$ cat src/rtl/ram_arbiter_if.sv
// Requester and RAM-side bus of ram_arbiter; channel i owns slice i of every packed field.
interface ram_arbiter_if #(
  parameter int ADDR_WIDTH = 32,
  parameter int NUM_CH     = 2
);
  logic                         rdy_in;
  logic [NUM_CH-1:0]            ch_req_in;
  logic [NUM_CH-1:0]            ch_rw_in;
  logic [NUM_CH-1:0]            ch_sgn_in;
  logic [2*NUM_CH-1:0]          ch_width_in;
  logic [NUM_CH-1:0]            ch_cancel_in;
  logic [NUM_CH*ADDR_WIDTH-1:0] ch_addr_in;
  logic [32*NUM_CH-1:0]         ch_wdata_in;
  logic [NUM_CH-1:0]            ch_done_out;
  logic [31:0]                  ch_rdata_out;
  logic                         busy_out;
  logic [7:0]                   ram_in;
  logic                         ram_rw_out;
  logic [ADDR_WIDTH-1:0]        ram_addr_out;
  logic [7:0]                   ram_data_out;

  modport slave (
    input  rdy_in, ch_req_in, ch_rw_in, ch_sgn_in, ch_width_in, ch_cancel_in,
           ch_addr_in, ch_wdata_in, ram_in,
    output ch_done_out, ch_rdata_out, busy_out, ram_rw_out, ram_addr_out, ram_data_out
  );

  modport master (
    output rdy_in, ch_req_in, ch_rw_in, ch_sgn_in, ch_width_in, ch_cancel_in,
           ch_addr_in, ch_wdata_in, ram_in,
    input  ch_done_out, ch_rdata_out, busy_out, ram_rw_out, ram_addr_out, ram_data_out
  );
endinterface

$ cat src/rtl/ram_arbiter.sv
// Round-robin arbiter of NUM_CH requesters onto one byte-wide synchronous RAM port,
// with pipelined reads, per-channel read cancel and sign/zero extension.
module ram_arbiter #(
  parameter int ADDR_WIDTH = 32,
  parameter int NUM_CH     = 2
) (
  input  logic         clk_in,
  input  logic         rst_in,
  ram_arbiter_if.slave bus
);
  localparam int CH_W = (NUM_CH > 1) ? $clog2(NUM_CH) : 1;

  typedef enum logic [1:0] {IDLE, ISSUE, DRAIN} state_t;

  state_t                state_q, state_d;
  logic [CH_W-1:0]       rr_ptr_q, id_q, grant_id, scan_idx;
  logic                  grant_vld, grant, rw_q, sgn_q;
  logic                  issue_last, cancel_rd;
  logic [1:0]            n_m1_q, grant_n_m1, cap_lane;
  logic [2:0]            cnt_q;
  logic [ADDR_WIDTH-1:0] addr_q;
  logic [31:0]           wdata_q, rbuf_q, assembled, extended, rdata_q;
  logic [NUM_CH-1:0]     eligible, done_q;

  // Scan from the channel after the last winner; the first eligible one wins.
  // NOTE: every always_comb output gets a default first so no path can infer a latch.
  always_comb begin
    eligible  = bus.ch_req_in & ~bus.ch_cancel_in & ~done_q;
    grant_vld = 1'b0;
    grant_id  = '0;
    scan_idx  = '0;
    for (int off = 1; off <= NUM_CH; off++) begin
      scan_idx = CH_W'((int'(rr_ptr_q) + off) % NUM_CH);
      if (!grant_vld && eligible[scan_idx]) begin
        grant_vld = 1'b1;
        grant_id  = scan_idx;
      end
    end
  end

  assign grant = (state_q == IDLE) && bus.rdy_in && grant_vld;

  always_comb begin
    unique case (bus.ch_width_in[2*grant_id +: 2])
      2'b00:   grant_n_m1 = 2'd0;
      2'b01:   grant_n_m1 = 2'd1;
      default: grant_n_m1 = 2'd3;
    endcase
  end

  assign issue_last = (cnt_q == {1'b0, n_m1_q});
  assign cancel_rd  = rw_q && bus.ch_cancel_in[id_q];
  // ram_in lags the address by one cycle, so it belongs to lane cnt_q-1.
  assign cap_lane   = cnt_q[1:0] - 2'd1;

  always_comb begin
    state_d = state_q;
    unique case (state_q)
      IDLE:    if (grant) state_d = ISSUE;
      ISSUE:   if (cancel_rd) state_d = IDLE;
               else if (issue_last) state_d = rw_q ? DRAIN : IDLE;
      DRAIN:   state_d = IDLE;
      default: state_d = IDLE;
    endcase
  end

  always_comb begin
    bus.ram_rw_out   = 1'b0;
    bus.ram_addr_out = '0;
    bus.ram_data_out = 8'h00;
    if (state_q == ISSUE) begin
      bus.ram_addr_out = addr_q + ADDR_WIDTH'(cnt_q);
      bus.ram_rw_out   = ~rw_q;
      if (!rw_q) bus.ram_data_out = wdata_q[{cnt_q[1:0], 3'b000} +: 8];
    end
  end

  // The last byte arrives during DRAIN and is merged straight into the result.
  always_comb begin
    assembled = rbuf_q;
    assembled[{n_m1_q, 3'b000} +: 8] = bus.ram_in;
    unique case (n_m1_q)
      2'd0:    extended = {{24{sgn_q & assembled[7]}},  assembled[7:0]};
      2'd1:    extended = {{16{sgn_q & assembled[15]}}, assembled[15:0]};
      default: extended = assembled;
    endcase
  end

  // NOTE: sequential state uses non-blocking assignments so every register samples pre-edge values.
  always_ff @(posedge clk_in or posedge rst_in) begin
    if (rst_in) state_q <= IDLE;
    else        state_q <= state_d;
  end

  // NOTE: the byte buffer is a handful of flops, not a RAM, so it is reset like the rest.
  always_ff @(posedge clk_in or posedge rst_in) begin
    if (rst_in) begin
      rr_ptr_q <= CH_W'(NUM_CH - 1);
      id_q     <= '0;
      rw_q     <= 1'b0;
      sgn_q    <= 1'b0;
      n_m1_q   <= 2'd0;
      addr_q   <= '0;
      wdata_q  <= '0;
      cnt_q    <= 3'd0;
      rbuf_q   <= '0;
      done_q   <= '0;
      rdata_q  <= '0;
    end else begin
      done_q <= '0;
      unique case (state_q)
        IDLE: if (grant) begin
          id_q     <= grant_id;
          rr_ptr_q <= grant_id;
          rw_q     <= bus.ch_rw_in[grant_id];
          sgn_q    <= bus.ch_sgn_in[grant_id];
          n_m1_q   <= grant_n_m1;
          addr_q   <= bus.ch_addr_in[ADDR_WIDTH*grant_id +: ADDR_WIDTH];
          wdata_q  <= bus.ch_wdata_in[32*grant_id +: 32];
          cnt_q    <= 3'd0;
          rbuf_q   <= '0;
        end
        ISSUE: begin
          cnt_q <= cnt_q + 3'd1;
          if (rw_q && cnt_q != 3'd0) rbuf_q[{cap_lane, 3'b000} +: 8] <= bus.ram_in;
          if (!rw_q && issue_last) done_q[id_q] <= 1'b1;
        end
        DRAIN: if (!cancel_rd) begin
          rdata_q       <= extended;
          done_q[id_q]  <= 1'b1;
        end
        default: ;
      endcase
    end
  end

  assign bus.busy_out     = (state_q != IDLE);
  assign bus.ch_done_out  = done_q;
  assign bus.ch_rdata_out = rdata_q;
endmodule

$ cat src/flat_wrapper.sv
// flat-port wrapper written by rule: the top's interface ports become plain ports
module ram_arbiter_flat 
#(
  parameter int ADDR_WIDTH = 32,
  parameter int NUM_CH     = 2
)
  (clk_in, rst_in, bus_rdy_in, bus_ch_req_in, bus_ch_rw_in, bus_ch_sgn_in, bus_ch_width_in, bus_ch_cancel_in, bus_ch_addr_in, bus_ch_wdata_in, bus_ram_in, bus_ch_done_out, bus_ch_rdata_out, bus_busy_out, bus_ram_rw_out, bus_ram_addr_out, bus_ram_data_out);
  ram_arbiter_if #(.ADDR_WIDTH(ADDR_WIDTH), .NUM_CH(NUM_CH)) bus_i ();
  input  logic clk_in;
  input  logic rst_in;
  input wire logic [$bits(bus_i.rdy_in)-1:0] bus_rdy_in;
  input wire logic [$bits(bus_i.ch_req_in)-1:0] bus_ch_req_in;
  input wire logic [$bits(bus_i.ch_rw_in)-1:0] bus_ch_rw_in;
  input wire logic [$bits(bus_i.ch_sgn_in)-1:0] bus_ch_sgn_in;
  input wire logic [$bits(bus_i.ch_width_in)-1:0] bus_ch_width_in;
  input wire logic [$bits(bus_i.ch_cancel_in)-1:0] bus_ch_cancel_in;
  input wire logic [$bits(bus_i.ch_addr_in)-1:0] bus_ch_addr_in;
  input wire logic [$bits(bus_i.ch_wdata_in)-1:0] bus_ch_wdata_in;
  input wire logic [$bits(bus_i.ram_in)-1:0] bus_ram_in;
  output wire logic [$bits(bus_i.ch_done_out)-1:0] bus_ch_done_out;
  output wire logic [$bits(bus_i.ch_rdata_out)-1:0] bus_ch_rdata_out;
  output wire logic [$bits(bus_i.busy_out)-1:0] bus_busy_out;
  output wire logic [$bits(bus_i.ram_rw_out)-1:0] bus_ram_rw_out;
  output wire logic [$bits(bus_i.ram_addr_out)-1:0] bus_ram_addr_out;
  output wire logic [$bits(bus_i.ram_data_out)-1:0] bus_ram_data_out;
  assign bus_i.rdy_in = bus_rdy_in;
  assign bus_i.ch_req_in = bus_ch_req_in;
  assign bus_i.ch_rw_in = bus_ch_rw_in;
  assign bus_i.ch_sgn_in = bus_ch_sgn_in;
  assign bus_i.ch_width_in = bus_ch_width_in;
  assign bus_i.ch_cancel_in = bus_ch_cancel_in;
  assign bus_i.ch_addr_in = bus_ch_addr_in;
  assign bus_i.ch_wdata_in = bus_ch_wdata_in;
  assign bus_i.ram_in = bus_ram_in;
  assign bus_ch_done_out = bus_i.ch_done_out;
  assign bus_ch_rdata_out = bus_i.ch_rdata_out;
  assign bus_busy_out = bus_i.busy_out;
  assign bus_ram_rw_out = bus_i.ram_rw_out;
  assign bus_ram_addr_out = bus_i.ram_addr_out;
  assign bus_ram_data_out = bus_i.ram_data_out;
  ram_arbiter #(.ADDR_WIDTH(ADDR_WIDTH), .NUM_CH(NUM_CH)) u_core (.clk_in(clk_in), .rst_in(rst_in), .bus(bus_i));
endmodule
$ cat config.mk
export PLATFORM = sky130hd
export DESIGN_NAME = ram_arbiter_flat
export DESIGN_NICKNAME = d
export VERILOG_FILES = /design/src/rtl/ram_arbiter_if.sv /design/src/rtl/ram_arbiter.sv /design/src/flat_wrapper.sv
export SDC_FILE = /design/constraint.sdc
export NUM_CORES = 1
export LEC_CHECK = 0
export CAP_MARGIN = 20
export CORE_MARGIN = 2
export CORE_UTILIZATION = 35
export CTS_CLUSTER_SIZE = 25
export DETAILED_ROUTE_END_ITERATION = 16
export SYNTH_ARGS = -nofsm -noshare
export SYNTH_HDL_FRONTEND = slang
export SYNTH_SLANG_ARGS = --single-unit
$ cat constraint.sdc
create_clock -name clk_in -period 5.7 [get_ports clk_in]
set_input_delay 1.14 -clock clk_in [delete_from_list [all_inputs] [get_ports clk_in]]
set_output_delay 1.14 -clock clk_in [all_outputs]
set_load 0.05 [all_outputs]
Word-level counts from Yosys, hierarchy flattened
Cells that the tools add are included.
W data, S select, Z words.
{"block": "classes", "magnitude_cmp": 5, "shift": 8, "n_eq_ne": 8, "mul": 0, "muxes": 37, "addsub": 7, "div_mod_pow": 0, "n_reduce_logical": 20, "bitwise": 8}
{"op": "$pmux W32 S2", "count": 2}
{"op": "$shiftx A64 B7 Y32", "count": 2}
{"op": "$mux W32", "count": 3}
{"op": "$bwmux W32", "count": 2}
{"op": "$shift A8 B7 Y32 const A", "count": 2}
{"op": "$shiftx A8 B7 Y32", "count": 2}
{"op": "$add A32 B3 Y32", "count": 1}
{"op": "$shiftx A32 B6 Y8", "count": 1}
{"op": "$mux W1", "count": 16}
{"op": "$mux W8", "count": 2}
{"op": "$neg A5 Y7", "count": 2}
{"op": "$mux W2", "count": 6}
{"op": "$pmux W2 S2", "count": 3}
{"op": "$lt A1 B2 Y1 const B", "count": 4}
{"op": "$reduce_and A2 Y1", "count": 4}
{"op": "$logic_and A1 B1 Y1", "count": 7}
{"op": "$eq A2 B1 Y1 const B", "count": 3}
{"op": "$logic_not A2 Y1", "count": 3}
{"op": "$pmux W3 S2", "count": 1}
{"op": "$and A2 B2 Y2", "count": 2}
{"op": "$not A2 Y2", "count": 2}
{"op": "$reduce_bool A2 Y1", "count": 2}
{"op": "$shiftx A4 B3 Y2", "count": 1}
{"op": "$add A3 B1 Y3 const B", "count": 1}
{"op": "15 further kinds", "count": 19}
{"block": "totals", "latch_bits": 0, "word_cells": 105, "in_bits": 151, "ramBits": 0, "memories": 0, "out_inout_bits": 76, "rom_bits": 0, "regBits": 141}

Logic depth before layout (Yosys ltp)
Gate-level depths: netlist of run 1.
{"block": "logic_depth", "word_depth": 12, "ltp_mapped": 9, "mapped_depth_nobuf": 7}

Least setup slack after synthesis of run 1
OpenSTA, ideal clock, no wires.
{"block": "synth_path", "kind": "register to output", "startpoint": "register u_core.cnt_q[1]", "endpoint": "output bus_ram_addr_out[26]", "n_path_buf": 2, "path_slack_ps": 1470, "required_ps": 4560, "arrival_ps": 3090, "path_stages_with_launch": 9, "cell_sequence": "dfrtp_1 -> clkbuf_1 -> inv_1 -> fa_1 -> nor2b_1 -> o2111ai_1 -> buf_2 -> or4_1 -> a21oi_1"}
{"block": "synth_via", "elab_chain_len": 2}
{"element": "from (decl)", "line": "ram_arbiter.sv:20", "rtl": "logic [2:0] cnt_q;"}
{"element": "from (signal assigned)", "line": "ram_arbiter.sv:124", "rtl": "cnt_q <= cnt_q + 3'd1;"}
{"element": "$add A32 B3 Y32", "line": "ram_arbiter.sv:72", "rtl": "bus.ram_addr_out = addr_q + ADDR_WIDTH'(cnt_q);"}
{"element": "$mux W32", "line": "ram_arbiter.sv:71", "rtl": "if (state_q == ISSUE) begin"}
{"element": "to (decl)", "line": "flat_wrapper.sv:24", "rtl": "output wire logic [$bits(bus_i.ram_addr_out)-1:0] bus_ram_addr_out;"}
No other way between the ends.

Worst setup path after layout of run 1
{"block": "layout_path", "startpoint": "register u_core.cnt_q[0]", "endpoint": "output bus_ram_addr_out[22]"}
The elaborated chain is that of the path after synthesis.

==> impl_metrics.ini, run 1 <==
[logic_synthesis]
synthCells = 828
ys_seq_elements = 141
yosysSeqAreaShare_pct = 43.2
synth-edff-count = 0
synth_top_area_share_pct = 42.9
synth_area_per_cell_um2 = 9.87
async_flop_share_pct = 100
synth_warnings = 0
synthDistinctLibCells = 68
synth_nets = 998
yosys-top-cells-area = dfrtp_1 (43%), mux2i_1 (11%), nand2_1 (4.7%)
synth_top_cell_by_area = dfrtp_1
synth_top_flop_cell = dfrtp_1
synth_area_mm2 = 0.00818

[detailed_routing]
viasPerCell = 5.06
dr.pass1.iters = 4
drc_errors = 0
wl_per_cell_um = 16.9
initialDrtViolationCount = 329
vias = 6845
ant_nets = 0
routed_wl_mm = 22.8

[sta]
slew_headroom_pct = 29.7
tns_ns = 0
min_period_ns = 4.99
fmax_mhz = 201
rsz0062_at_grt = no
holdWs_ns = 0.478
skew_ns = 0.00951
slew_violations = 0
setup_violations = 0
hold_violations = 0
tightest_slew_ns = 1.05
post-route-period-util_pct = 87.5

[clocking]
postCtsHoldBufs = 0
clk-insertion-delay-late_ns = 0.43
ctsResizeCount = 0
ctsLongestPathBuffers = 2
cts_tree = done
h-tree-depth = 4
root_buffer = clkbuf_16
post_cts_buffers = 0
numCtsBuffers = 17
cts_sinks = 141
clkTransAtPathRegs_ns = 0.06

[layout]
stdcell_count = 1354
areaGrowthSynthToFinish_pct = 38.9
nets = 1198
layout-drive-gt1-share_pct = 8.84
fillers = 2176
diodes = 0

[power_and_ir_drop]
p_sw_w = 0.00291
swShare_pct = 45.6
clockPowerShare_pct = 19.0
max-vdd-ir-drop_uv = 251
power_leakage_nw = 4.54
seq_power_share_pct = 27.7
powerDensity_mw_per_mm2 = 562
pwr-share-comb_pct = 53.4
internal_power_w = 0.00347

[placement]
dpl.hpwl_mm = 16.6
dp_cells = 1321
gp_congestion = 0.812
io_buffer_count = 226

[critical_path]
cpPeakStageDelay_ns = 0.83
end_kind = output port
path_max_fanout = 12
worstPathRequired_ns = 4.56
crit_slowest_cell = clkdlybuf4s50_1
cp.arrival_ns = 3.85
start_kind = flop
cp_cell_sequence = ha_1, inv_1, fa_1, nor2b_1, o2111ai_1, or4_1, a21oi_1, clkdlybuf4s50_1
path_class = reg -> out

[global_routing]
grt.overflow.total = 0
antenna_found_initial = 0
grt_max_degree = 113
grt_first_pass_wirelength_mm = 36.6
globalRouteTotalUtil_pct = 19.1
grt_pass1_vias = 6790

[outcome]
status = completed

[floorplanning]
die_x_um = 157
core_mm2 = 0.0228
fp.dieH_um = 157
ioPinCount = 227
die_area_mm2 = 0.0246
initial_core_util_pct = 35.9
row_count = 55

[min_path]
hold_path.class = reg -> reg

[run]
cap_violations = 0
## Yosys cell counts, types with 3 or more instances
master / number
o21ai_1: 16
o211ai_1: 4
clkbuf_1: 36
nand2_1: 102
buf_2: 16
nor2b_1: 12
nand4_1: 7
or4_1: 12
o31ai_1: 13
xor2_1: 8
o22a_2: 7
and3_1: 4
mux2i_1: 89
buf_4: 6
o21ai_0: 63
a221oi_4: 3
ha_1: 18
a22o_1: 9
o41ai_1: 5
or3_1: 4
o22a_1: 9
nor4_1: 3
dfrtp_1: 140
mux4_2: 8
nor2_1: 35
a21oi_1: 27
a32o_1: 5
o21a_1: 11
o2111ai_1: 5
a32oi_1: 14
mux2_2: 3
buf_6: 3
inv_1: 44
o311ai_0: 5
a22oi_1: 17
nand2b_1: 9
nor3_1: 7
and2_1: 5
nand3_1: 8
## per-layer routing
layer / GRT usage, % / wire (um) / vias to the layer above
li1: - / - / 3419
met1: 24.7 / 10300 / 3213
met2: 31.0 / 10700 / 190
met3: 5.73 / 1470 / 23
met4: 5.59 / 360 / 0
met5: 0 / 0 / -
## cell type report
type	count	area [um^2]	share of cell area [%]
clock inverters	12	183	1.61
clock buffers	20	467	4.11
flip-flops and latches	141	3530	31.1
inverters	45	174	1.53
repair buffers	243	2420	21.3
multi-input cells	580	4190	36.9
well taps	313	392	3.45
## critical path: cells and delay by family (launching register included)
family,cells,cell delay [ns]
buf+inv,2,0.90
simple gates,2,0.90
compound gates,2,0.64
fa+ha+maj,2,0.61
flops,1,0.37
## cell usage in the layout, fill, tap and decap left out, drive strengths merged, types with 8 or more instances in the layout
master / synthesis / layout
clkbuf: 36 / 20
o31ai: 13 / 13
o22a: 16 / 16
o21a: 11 / 11
ha: 18 / 18
clkdlybuf4s50: 0 / 225
a22o: 9 / 9
a22oi: 17 / 17
nor2b: 12 / 12
nor2: 35 / 35
nand4: 8 / 8
inv: 45 / 47
buf: 26 / 17
nand2: 102 / 102
xor2: 8 / 8
o21ai: 80 / 80
nand3: 8 / 8
nand2b: 9 / 9
or4: 12 / 12
mux4: 8 / 8
a21oi: 27 / 27
dfrtp: 140 / 140
a32oi: 14 / 14
mux2i: 89 / 89
## final timing paths
kind                       depth (start not counted)                from  slack [ns]              endpoint
setup / recovery                                   8     u_core.cnt_q[0]        0.71  bus_ram_addr_out[22]
hold / removal                                     2  u_core.wdata_q[17]        0.48    u_core.wdata_q[17]
setup reg to reg                                   6   u_core.state_q[1]        2.94     u_core.rbuf_q[27]
hold reg to reg                                    2  u_core.wdata_q[17]        0.48    u_core.wdata_q[17]
max in group asynchronous                          3              rst_in        3.75       u_core.cnt_q[2]
min in group asynchronous                          2              rst_in        1.13     u_core.wdata_q[4]
## kinds of logic (layout without fill, tap and decap cells)
family | Yosys count | count (layout) | synth area share [%]
compound gates | 228 | 228 | 19.8
simple gates | 224 | 224 | 13.7
flops | 141 | 141 | 43.2
buf+inv | 107 | 320 | 5.71
mux | 101 | 101 | 13.7
fa+ha+maj | 19 | 19 | 3.00
xor+xnor | 8 | 8 | 0.857
## stage by stage
step	power (W)	cell area [um^2]	setup WS (ns)	util [%]
after floorplan	0.00412	8180	0.780	-
after CTS	0.00645	11300	0.712	49.7
after global routing	0.00681	11400	0.497	49.9
final	0.00638	11400	0.714	49.9
after global placement	0.00517	10700	1.32	46.8
after detailed placement	0.00521	10700	1.21	46.9
## power by group through the flow
stage	registers, W	logic, W	clock network, W
after floorplan	0.00205	0.00206	0
after global placement	0.00178	0.00339	0
after detailed placement	0.00179	0.00342	0
after CTS	0.00177	0.00344	0.00124
after global routing	0.00184	0.00368	0.00129
final	0.00177	0.00341	0.00121
## registers in the layout (all words and copies together), names as in the netlist
signal,cells
u_core.n_m1_q,2
u_core.sgn_q,1
u_core.rr_ptr_q,1
u_core.bus.ch_rdata_out,32
u_core.id_q,1
u_core.cnt_q,3
u_core.state_q,2
u_core.addr_q,32
u_core.bus.ch_done_out,2
u_core.rbuf_q,32
u_core.wdata_q,32
u_core.rw_q,1
(Power assumes the default switching activity.)
==> run 2, diff against run 1 <==
--- a/config.mk
+++ b/config.mk
@@ -10,6 +10,7 @@
 export CORE_UTILIZATION = 35
 export CTS_CLUSTER_SIZE = 25
 export DETAILED_ROUTE_END_ITERATION = 16
+export DONT_BUFFER_PORTS = 1
 export SYNTH_ARGS = -nofsm -noshare
 export SYNTH_HDL_FRONTEND = slang
 export SYNTH_SLANG_ARGS = --single-unit
==> constraint.sdc (replaced) <==
create_clock -name clk_in -period 4.1 [get_ports clk_in]
set_input_delay 0.82 -clock clk_in [delete_from_list [all_inputs] [get_ports clk_in]]
set_output_delay 0.82 -clock clk_in [all_outputs]
set_load 0.05 [all_outputs]
==> run 2 against run 1 <==
Critical path depth down 1. Power up 28%. Clock skew up 0.0038 ns.
==> impl_metrics.ini, run 2 (synthesized netlist as in run 1, its figures left out) <==
[critical_path]
path_common_cell = buf_4
cpPeakStageDelay_ns = 0.63
path_class = reg -> out
cp.arrival_ns = 3.04
path_depth = 7
crit_slowest_cell = o311ai_0
end_kind = output port
crit_family = compound AO/OA/AOI/OAI gates
worstPathRequired_ns = 3.28
cp_cell_sequence = buf_4, ha_1, a211o_1, nand4_1, o311ai_0, o41ai_2, buf_4
cp_num_buf_inv = 2
path_max_fanout = 13
reg2reg_depth = 7
start_kind = flop

[sta]
tightest_slew_ns = 0.937
hold_violations = 0
post-route-period-util_pct = 94.1
min_period_ns = 3.86
tns_ns = 0
skew_ns = 0.0133
holdWs_ns = 0.432
slew_violations = 0
fmax_mhz = 259
slew_headroom_pct = 37.4
setup_violations = 0
rsz0062_at_grt = no

[detailed_routing]
route.met2.wl_mm = 10.3
ant_nets = 0
dr.pass1.iters = 4
drc_errors = 0
vias = 6261
wl_met1_mm = 8.86
maxUsedRoutingLayer = met4
viasPerCell = 5.39
wl_per_cell_um = 18.0
met3_length_mm = 1.60
routed_wl_mm = 20.9
initialDrtViolationCount = 306

[floorplanning]
die_x_um = 157
core_mm2 = 0.0228
fp.dieH_um = 157
ioPinCount = 227
row_count = 55
initial_core_util_pct = 35.9
die_area_mm2 = 0.0246

[global_routing]
globalRouteTotalUtil_pct = 17.3
grt.overflow.total = 0
grt_first_pass_wirelength_mm = 33.0
grt_max_degree = 140
antenna_found_initial = 0
grt_pass1_vias = 6146

[layout]
areaGrowthSynthToFinish_pct = 14.3
nets = 1005
diodes = 0
final_common_cell = dfrtp_1
layout-drive-gt1-share_pct = 15.7
layout_common_cells = dfrtp_1 (140), nand2_1 (102), mux2i_1 (89), o21ai_0 (63), buf_4 (46)

[power_and_ir_drop]
power_leakage_nw = 3.85
max-vdd-ir-drop_uv = 403
powerDensity_mw_per_mm2 = 876

[run]
cap_violations = 0

[clocking]
h-tree-depth = 4
ctsLongestPathBuffers = 2
clk-insertion-delay-late_ns = 0.42
clkTransAtPathRegs_ns = 0.07
cts_tree = done
root_buffer = clkbuf_16
numCtsBuffers = 17
postCtsHoldBufs = 0
cts_sinks = 141

[outcome]
status = completed

[placement]
io_buffer_count = 0
gp_congestion = 0.801
dpl.hpwl_mm = 15.0

[min_path]
hold_path.class = in -> async
## run 2: changes by cell type in the layout (fill, tap and decap cells not counted), sizes merged, moves of 3 or more
cell and delta:
buf +33, bufinv -3, clkbuf -3, clkdlybuf4s50 -225, inv +6
## run 2: path summary, 6_finish.rpt
check | from | to | slack (ns)
max | u_core.cnt_q[1] | bus_ram_addr_out[27] | 0.24
min | rst_in | u_core.id_q | 0.43
max reg2reg | u_core.state_q[1] | u_core.rbuf_q[28] | 1.07
min reg2reg | u_core.wdata_q[24] | u_core.wdata_q[24] | 0.48
max in group asynchronous | rst_in | u_core.rbuf_q[1] | 2.86
min in group clk_in | u_core.wdata_q[24] | u_core.wdata_q[24] | 0.48
## run 2: layer usage
layer,track usage (%),vias to the layer above
li1,-,3034
met1,22.2,3005
met2,29.0,207
met3,5.18,15
met4,3.63,0
met5,0,-
## run 2: final cells by class
class	instances	area (um^2)
Fill cell	2264	13400
Tap cell	313	392
Multi-Input combinational cell	580	4250
Sequential cell	141	3530
Inverter	45	173
Clock buffer	17	425
Clock inverter	15	153
Timing Repair Buffer	50	425
## run 2: worst register-to-register path, cell delays in order, from the launching register on
cell and delay [ns]:
dfrtp_1 0.39, inv_1 0.13, ha_1 0.66, buf_4 0.34, nand2b_1 0.13, or4b_1 0.54, a211oi_2 0.55, a22o_1 0.23
## run 2: stage by stage
step	instance area (um^2)	util, %	power (W)	setup WS [ns]	instances
after floorplan	8180	-	0.00572	0.190	828
after global placement	8760	38.5	0.00668	0.546	1129
after detailed placement	8760	38.5	0.00673	0.508	1129
after CTS	9340	41.0	0.00829	0.0419	1161
after global routing	9350	41.0	0.00875	0.0102	1161
final	9350	41.0	0.00819	0.242	1161
## run 2: repair_timing
action,4_1_cts,5_1_grt
endpoints found under the setup margin,0,7
resized for setup,0,3
setup buffers,0,0
## run 2: power breakdown
part | internal [W] | switching, W | total [W]
clock network | 0.000859 | 0.000678 | 0.00154
logic | 0.00132 | 0.00231 | 0.00363
registers | 0.00197 | 0.00105 | 0.00302
total | 0.00414 | 0.00404 | 0.00819
==> run 3, diff against run 2 <==
--- a/config.mk
+++ b/config.mk
@@ -6,11 +6,13 @@
 export NUM_CORES = 1
 export LEC_CHECK = 0
 export CAP_MARGIN = 20
+export CORE_ASPECT_RATIO = 1.5
 export CORE_MARGIN = 2
 export CORE_UTILIZATION = 35
 export CTS_CLUSTER_SIZE = 25
 export DETAILED_ROUTE_END_ITERATION = 16
 export DONT_BUFFER_PORTS = 1
+export GPL_TIMING_DRIVEN = 1
 export SYNTH_ARGS = -nofsm -noshare
 export SYNTH_HDL_FRONTEND = slang
 export SYNTH_SLANG_ARGS = --single-unit
==> run 3 against run 2 <==
Count of clock-buffer cells in the layout grew 2. Power grew 1.1%. Clock skew shrank 0.0065 ns. Worst hold slack lost 0.11 ns. Worst setup slack gained 0.066 ns. Routed wire length grew 0.97%. Die area grew 0.10%. Sequential share of layout area grew 0.12 points. Global-route usage grew 0.22 points. Via count shrank 0.54%. Largest power group unchanged.
==> impl_metrics.ini, run 3 (synthesized netlist as in run 1, its figures left out) <==
[sta]
tns_ns = 0
setup_ws_ns = 0.308
tightest_slew_ns = 0.960
fmax_mhz = 264
slew_headroom_pct = 35.5
slew_violations = 0
skew_ns = 0.00679
post-route-period-util_pct = 92.5
min_period_ns = 3.79
holdWs_ns = 0.319
rsz0062_at_grt = no
hold_violations = 0
setup_violations = 0

[detailed_routing]
drc_errors = 0
initialDrtViolationCount = 311
ant_nets = 0
viasPerCell = 5.53
vias = 6227
routed_wl_mm = 21.1
dr.pass1.iters = 4
wl_per_cell_um = 18.7

[critical_path]
cp_num_buf_inv = 2
reg2reg_slack_ns = 1.23
worstPathRequired_ns = 3.28
path_class = reg -> out
r2r-start = u_core.state_q[1]
path_max_fanout = 13
crit_family = compound AO/OA/AOI/OAI gates
start_kind = flop
end_kind = output port
cp.arrival_ns = 2.97
path_common_cell = buf_4
crit_path_start = u_core.cnt_q[1]
r2r_end = u_core.rbuf_q[26]
critPathCapture = bus_ram_addr_out[23]
path_depth = 7
crit_slowest_cell = o311ai_0
reg2reg_depth = 7
cpPeakStageDelay_ns = 0.58
cp_cell_sequence = buf_4, ha_1, a211o_1, nand4_1, o311ai_0, o41ai_2, buf_4

[global_routing]
grt.overflow.total = 0
grt_pass1_vias = 6082
grt_max_degree = 85
antenna_found_initial = 0
grt_first_pass_wirelength_mm = 33.2
globalRouteTotalUtil_pct = 17.5

[placement]
dp_cells = 1097
dpl_worst_slack_ns = 0.548
dpl.hpwl_mm = 15.5
gp_congestion = 0.833
io_buffer_count = 0

[min_path]
hold_path.class = in -> async

[layout]
stdcell_count = 1127
areaGrowthSynthToFinish_pct = 14.0
final_common_cell = dfrtp_1
layout-drive-gt1-share_pct = 15.6
layout_common_cells = dfrtp_1 (140), nand2_1 (102), mux2i_1 (89), o21ai_0 (63), buf_4 (50)
diodes = 0
finish.utilization_pct = 40.6
nets = 1006

[clocking]
clkTransAtPathRegs_ns = 0.06
clk-insertion-delay-late_ns = 0.43
cts_sinks = 141
post_cts_buffers = 0
root_buffer = clkbuf_16
h-tree-depth = 4
cts_tree = done
ctsLongestPathBuffers = 2
numCtsBuffers = 17

[power_and_ir_drop]
max-vdd-ir-drop_uv = 362
powerDensity_mw_per_mm2 = 888
power_leakage_nw = 3.86

[floorplanning]
ioPinCount = 227
row_count = 68
initial_core_util_pct = 35.6
die_area_mm2 = 0.0246
fp.dieH_um = 191
core_mm2 = 0.0230
die_x_um = 129

[run]
cap_violations = 0

[outcome]
status = completed
[run 3: changes by cell type in the layout (fill, tap and decap cells not counted), sizes merged]
cell / before / now
clkinv: 2 / 5
buf: 50 / 51
inv: 53 / 44
clkinvlp: 4 / 3
bufinv: 1 / 4
clkbuf: 17 / 19
[run 3: worst min path at each step]
stage                                     to  cells after the start
after global routing       u_core.wdata_q[4]                      1
after global placement    u_core.wdata_q[19]                      2
after CTS                  u_core.wdata_q[4]                      1
after detailed placement  u_core.wdata_q[30]                      2
final                      u_core.wdata_q[4]                      1
after floorplan           u_core.wdata_q[16]                      2
[run 3: final cells by class]
class | count | area (um^2)
fill | 2292 | 13700
tap | 280 | 350
clock inverter | 11 | 168
multi-input combinational | 580 | 4250
sequential | 141 | 3530
clock buffer | 19 | 453
timing repair buffer | 51 | 395
inverter | 45 | 173
[run 3: metrics by stage]
stage	power [W]	cell area (um^2)
after floorplan	0.00572	8180
after global placement	0.00665	8690
after detailed placement	0.00672	8690
after CTS	0.00839	9310
after global routing	0.00885	9320
final	0.00828	9320
[run 3: worst register-to-register path: stages (launching register included)]
cell      delay [ns]
dfrtp_1         0.40
inv_1           0.12
ha_1            0.56
buf_4           0.33
nand2b_1        0.14
or4b_1          0.53
a211oi_2        0.50
a22o_1          0.23
[run 3: power by group]
part	total, W	leakage (nW)	switching, W	internal, W
Clock	0.00164	0.301	0.000601	0.00104
Sequential	0.00302	1.81	0.00105	0.00197
Combinational	0.00362	1.75	0.00231	0.00131
Total	0.00828	3.86	0.00395	0.00432
[run 3: per-layer routing]
layer	track usage, %	vias to the layer above	share of wire (%)
met1	20.5	3017	40
met5	0	-	0
li1	-	3021	-
met4	6.15	0	1.8
met2	31.1	162	54
met3	4.23	27	4.2
[run 3: what timing repair did]
action,CTS,global route
endpoints found under the setup margin,0,9
hold buffers,0,0
resized for setup,0,2
==> edit 1 (config.mk and constraints of run 3) <==
`NUM_CH` is set to 2 in 3 places; all go to 1.
--- a/src/rtl/ram_arbiter_if.sv
+++ b/src/rtl/ram_arbiter_if.sv
@@ -1,7 +1,7 @@
 // Requester and RAM-side bus of ram_arbiter; channel i owns slice i of every packed field.
 interface ram_arbiter_if #(
   parameter int ADDR_WIDTH = 32,
-  parameter int NUM_CH     = 2
+  parameter int NUM_CH     = 1
 );
   logic                         rdy_in;
   logic [NUM_CH-1:0]            ch_req_in;
--- a/src/rtl/ram_arbiter.sv
+++ b/src/rtl/ram_arbiter.sv
@@ -2,7 +2,7 @@
 // with pipelined reads, per-channel read cancel and sign/zero extension.
 module ram_arbiter #(
   parameter int ADDR_WIDTH = 32,
-  parameter int NUM_CH     = 2
+  parameter int NUM_CH     = 1
 ) (
   input  logic         clk_in,
   input  logic         rst_in,
--- a/src/flat_wrapper.sv
+++ b/src/flat_wrapper.sv
@@ -2,7 +2,7 @@
 module ram_arbiter_flat 
 #(
   parameter int ADDR_WIDTH = 32,
-  parameter int NUM_CH     = 2
+  parameter int NUM_CH     = 1
 )
   (clk_in, rst_in, bus_rdy_in, bus_ch_req_in, bus_ch_rw_in, bus_ch_sgn_in, bus_ch_width_in, bus_ch_cancel_in, bus_ch_addr_in, bus_ch_wdata_in, bus_ram_in, bus_ch_done_out, bus_ch_rdata_out, bus_busy_out, bus_ram_rw_out, bus_ram_addr_out, bus_ram_data_out);
   ram_arbiter_if #(.ADDR_WIDTH(ADDR_WIDTH), .NUM_CH(NUM_CH)) bus_i ();
Interface: changed (8 resized); port bits go from 227 to 156. The function was not compared with the original's and may differ.
==> edit 1 against run 3 <==
Core utilization rose by 0.31 points. Design area fell by 8.3%. Synthesized area fell by 9.2%. Register-to-register slack improved by 240 ps. Non-clock buffer count fell by 1. Sequential cell count fell by 3. First-iteration DRC count fell by 24%. Sequential share of layout area rose by 2.5 points. Worst setup slack improved by 6.3 ps. Total power rose by 2.5%. Wire length fell by 10%. Critical path type unchanged. Critical endpoint is now bus_ram_addr_out[16]. Largest cell class unchanged. Largest power group unchanged.
==> edit 1: results (changes against run 3) <==
Global routing
  – Initial antenna violation count: 3 (was 0)
  – Largest net degree at the start of global routing: 71 (was 85)
  – First-pass GRT wire length: 30000 microns (was 33200 microns)
  – Gr usage total: 17.5% (about the same)

Worst setup path
  – Crit. Startpoint: u_core.addr_q[0]$_DFFE_PP0P_ (was u_core.cnt_q[1]$_DFFE_PP0P_)
  – Worst R2R Start: u_core.n_m1_q[0]$_DFFE_PP0P_ (was u_core.state_q[1]$_DFFE_PP0P_)
  – Max FO, Critical Path: 14 (was 13)
  – Reg2reg setup slack: 1470 ps (was 1230 ps)
  – End of the worst register-to-register path: u_core.bus.ch_rdata_out[29]$_DFFE_PP0P_ (was u_core.rbuf_q[26]$_DFFE_PP0P_)
  – R2R depth: 6 (was 7)
  – CP Data Required Time: 3280 ps (about the same)

Route
  – Drt total wl: 19000 microns (was 21100 microns)
  – Drt pass-1 iters: 4 (unchanged)
  – Vias: 5267 (was 6227)
  – Wirelength per Cell: 19.2 microns (was 18.7 microns)
  – Drt initial violations: 236 (was 311)

Cells and area
  – Share of cells above drive strength 1: 24.6% (was 15.6%)
  – NumNets Final: 805 (was 1006)
  – Fill cells: 2017 (was 2292)

Logic synthesis
  – Top cells by count, synth: dfrtp_1, mux2_2, nand2_1 (was dfrtp_1, nand2_1, mux2i_1)
  – Yosys cell types: 60 (was 68)
  – Most used DFF post-synth: dfrtp_1 (unchanged)
  – Largest cells by area after synthesis: dfrtp_1, mux2_2, mux2i_1 (was dfrtp_1, mux2i_1, nand2_1)
  – Async SR Flop Fraction: 100% (unchanged)
  – Register area share after synthesis: 46.5% (was 43.2%)
  – Yosys Warn Count: 0 (unchanged)
  – Syn Inst Count: 685 (was 828)
  – Net count of the mapped netlist: 784 (was 998)

Pwr
  – VDD IR-drop max: 0.458 mV (was 0.362 mV)
  – Leakage power: 3.51 nW (was 3.86 nW)

Timing
  – Final Setup Violations: 0 (unchanged)
  – Hold slack: 321 ps (was 319 ps)
  – Actual slew at the worst max-slew pin: 1050 ps (was 960 ps)
  – Fin Clk Skew: 13.2 ps (was 6.79 ps)

Place
  – Placed Instances: 955 (was 1097)
  – Gpl congestion: 0.816 (was 0.833)
  – PortBufs: 0 (unchanged)
  – Post-DP HPWL: 13800 microns (was 15500 microns)

CTS
  – H-tree level count: 4 (unchanged)
  – CTS buffer count: 17 (unchanged)
  – Worst-Skew Late Latency: 420 ps
  – Post-CTS Setup Repair Bufs: 0 (unchanged)
  – Post-CTS Resized: 0 (unchanged)
  – Root Buffer: clkbuf_16 (unchanged)
  – Clock slew at reported path FFs: 70 ps
  – Clock Path Buffers: 2 (unchanged)

Run status
  – Status: finished clean (unchanged)

Min path
  – HP Class: in2async (unchanged)
edit 1: final cells by class:
class                   count  share of cell area (%)
inverters                  47                    2.11
well taps                 268                    3.92
flip-flops and latches    138                    40.4
clock inverters            13                    1.54
clock buffers              19                    5.30
diodes                      3                  0.0879
repair buffers             50                    4.69
multi-input cells         452                    41.9
edit 1: logic make-up after synthesis:
logic type	synth area share (%)
flops	46.5
simple gates	13.5
buf+inv	5.36
mux	17.7
xor+xnor	0.826
compound gates	12.9
fa+ha+maj	3.14
edit 1: worst max-delay path by stage:
stage                            to  slack, ps  cells past startpoint
2_1_floorplan  bus_ram_addr_out[14]        160                      9
3_3_place_gp   bus_ram_addr_out[14]        850                      9
3_5_place_dp   bus_ram_addr_out[16]        740                      9
4_1_cts        bus_ram_addr_out[16]        280                      9
5_1_grt        bus_ram_addr_out[10]         70                      9
6_report       bus_ram_addr_out[16]        310                      9
edit 1: critical path: stages, from the launching register on:
cell and delay [ps]:
dfrtp_1 350, ha_1 170, inv_1 50, fa_1 370
nor2b_1 480, o21ai_0 150, buf_4 200, or4_1 400
a21oi_1 160, buf_4 220
edit 1: per-layer routing:
metal	track usage (%)	share of wire, %	vias up
met3	5.47	6.1	28
met1	19.2	39	2608
li1	-	-	2505
met2	30.9	53	126
met5	0	0	-
met4	6.94	2.3	0
edit 1: through the flow:
step / area (sq um) / worst slack (ps) / utilization (%) / total power [mW]
floorplan: 7430 / 158 / - / 6.00
global placement: 7950 / 847 / 38.0 / 6.95
detailed placement: 7950 / 736 / 38.0 / 7.03
CTS: 8540 / 285 / 40.8 / 8.58
global route: 8540 / 71.3 / 40.9 / 9.02
finish: 8540 / 314 / 40.9 / 8.49
edit 1: where the power goes:
group	switching, mW	total [mW]	internal (mW)
Sequential	1.05	3.04	1.99
Clock	0.636	1.52	0.882
Combinational	2.37	3.93	1.56
==> edit 2 (flow settings as in run 3) <==
Without the edit above. Reset style: synchronous (`rst_in`), changed in 2 clocked blocks.
--- a/src/rtl/ram_arbiter.sv
+++ b/src/rtl/ram_arbiter.sv
@@ -87,13 +87,13 @@
   end
 
   // NOTE: sequential state uses non-blocking assignments so every register samples pre-edge values.
-  always_ff @(posedge clk_in or posedge rst_in) begin
+  always_ff @(posedge clk_in) begin
     if (rst_in) state_q <= IDLE;
     else        state_q <= state_d;
   end
 
   // NOTE: the byte buffer is a handful of flops, not a RAM, so it is reset like the rest.
-  always_ff @(posedge clk_in or posedge rst_in) begin
+  always_ff @(posedge clk_in) begin
     if (rst_in) begin
       rr_ptr_q <= CH_W'(NUM_CH - 1);
       id_q     <= '0;
Formal check against the unedited RTL: differs if rst_in is asserted again (counterexample within 4 cycles, from zero or initial values and one cycle with rst_in high); with rst_in held inactive, the same outputs for 4 cycles.
==> edit 2 against run 3 <==
Maximum frequency up 0.31%. Worst setup slack better by 12 ps. Sequential cell count did not move. Synthesized area decreased by 7.4%. First-iteration DRC count decreased by 25%. Clock skew rose by 3.3 ps. Wire length fell by 4.1%. Critical path depth grew 2. Design area down 7.7%. Global-route usage is 0.27 points higher. Worst hold slack gained 140 ps.
Power is not compared: it rests on default switching activity, and its combinational part moved more than twofold at a synthesized area within 25%.
==> edit 2: results (changes against run 3) <==
Cells and area
  – NonClk Buf Share: 4.51% (was 4.24%)
  – Multi-input gate area: 4380 sq um (was 4250 sq um)
  – Non-clk bufs: 50 (was 51)
  – Invs w/o clock: 24 (was 45)
  – Count of clock buffers in the final design: 18 (was 19)
  – FF/Latch Area: 2820 sq um (was 3530 sq um)

Route
  – Vias: 6310 (was 6227)
  – M1 WL: 8090 microns (was 8550 microns)
  – Met3 Wirelength: 860 microns (was 888 microns)
  – Drt total wl: 20300 microns (was 21100 microns)
  – Met2 WL: 10500 microns (was 11300 microns)

Logic synthesis
  – Most used DFF post-synth: dfxtp_1 (was dfrtp_1)
  – Net count of the mapped netlist: 1015 (was 998)
  – Largest cells by area after synthesis: dfxtp_1, mux2i_1, a211oi_1 (was dfrtp_1, mux2i_1, nand2_1)
  – Yosys cell types: 59 (was 68)
  – Top cells by count, synth: dfxtp_1, nor2_1, a211oi_1 (was dfrtp_1, nand2_1, mux2i_1)
  – Async SR Flop Fraction: 0% (was 100%)
  – Complex-gate fraction of the synthesized area: 22.8% (was 19.8%)

Place
  – Placed cell areas: 8020 sq um (was 8690 sq um)
  – Gpl congestion: 0.785 (was 0.833)

Run status
  – Status: finished clean (unchanged)

Worst setup path
  – Max FO, Critical Path: 20 (was 13)
  – Arrival @ worst endpoint: 2960 ps (was 2970 ps)
  – CP delay by family, top: simple AND/OR/NAND/NOR gates (was compound AO/OA/AOI/OAI gates)
  – End of the worst register-to-register path: u_core.rbuf_q[22]$_SDFFE_PP0P_ (was u_core.rbuf_q[26]$_DFFE_PP0P_)
  – Reg2reg setup slack: 1150 ps (was 1230 ps)

Global routing
  – Largest net degree at the start of global routing: 125 (was 85)

Timing
  – Fin Clk Skew: 10.1 ps (was 6.79 ps)

Die
  – Die footprint: 22900 sq um (was 24600 sq um)
-- edit 2: cell types whose count changed in the layout (fill, tap and decap cells not counted), moves of 20 or more --
| cell | run 3 | this run |
|---|---|---|
| a211oi_1 | 1 | 93 |
| o21ai_0 | 63 | 11 |
| dfxtp_1 | 0 | 141 |
| nor2_1 | 35 | 115 |
| dfrtp_1 | 140 | 0 |
| nand2_1 | 102 | 32 |
| inv_1 | 43 | 23 |
-- edit 2: power breakdown --
part / internal [mW] / switching [mW] / total, mW
clock network: 0.909 / 0.643 / 1.55
logic: 0.330 / 0.638 / 0.968
registers: 1.48 / 0.123 / 1.61
-- edit 2: stage by stage --
stage	setup WS, ps	hold WS (ps)
final	320	458
after global routing	61.1	451
after CTS	240	453
after detailed placement	721	446
after global placement	780	442
after floorplan	119	428
-- edit 2: worst register-to-register path: stages (launching register included) --
cell,delay (ps)
dfxtp_1,330
inv_1,100
ha_1,480
inv_2,420
or3_1,480
a2111oi_2,810
a32o_1,260
-- edit 2: worst max path at each step --
stage / start / to / slack (ps) / cells after the start
6_report: u_core.addr_q[0]$_SDFFE_PP0P_ / bus_ram_addr_out[30] / 320 / 9
5_1_grt: u_core.addr_q[0]$_SDFFE_PP0P_ / bus_ram_addr_out[30] / 60 / 9
4_1_cts: u_core.addr_q[0]$_SDFFE_PP0P_ / bus_ram_addr_out[30] / 240 / 9
3_5_place_dp: u_core.addr_q[0]$_SDFFE_PP0P_ / bus_ram_addr_out[30] / 720 / 9
3_3_place_gp: u_core.addr_q[0]$_SDFFE_PP0P_ / bus_ram_addr_out[20] / 780 / 9
2_1_floorplan: u_core.cnt_q[1]$_SDFFE_PP0P_ / bus_ram_addr_out[22] / 120 / 8
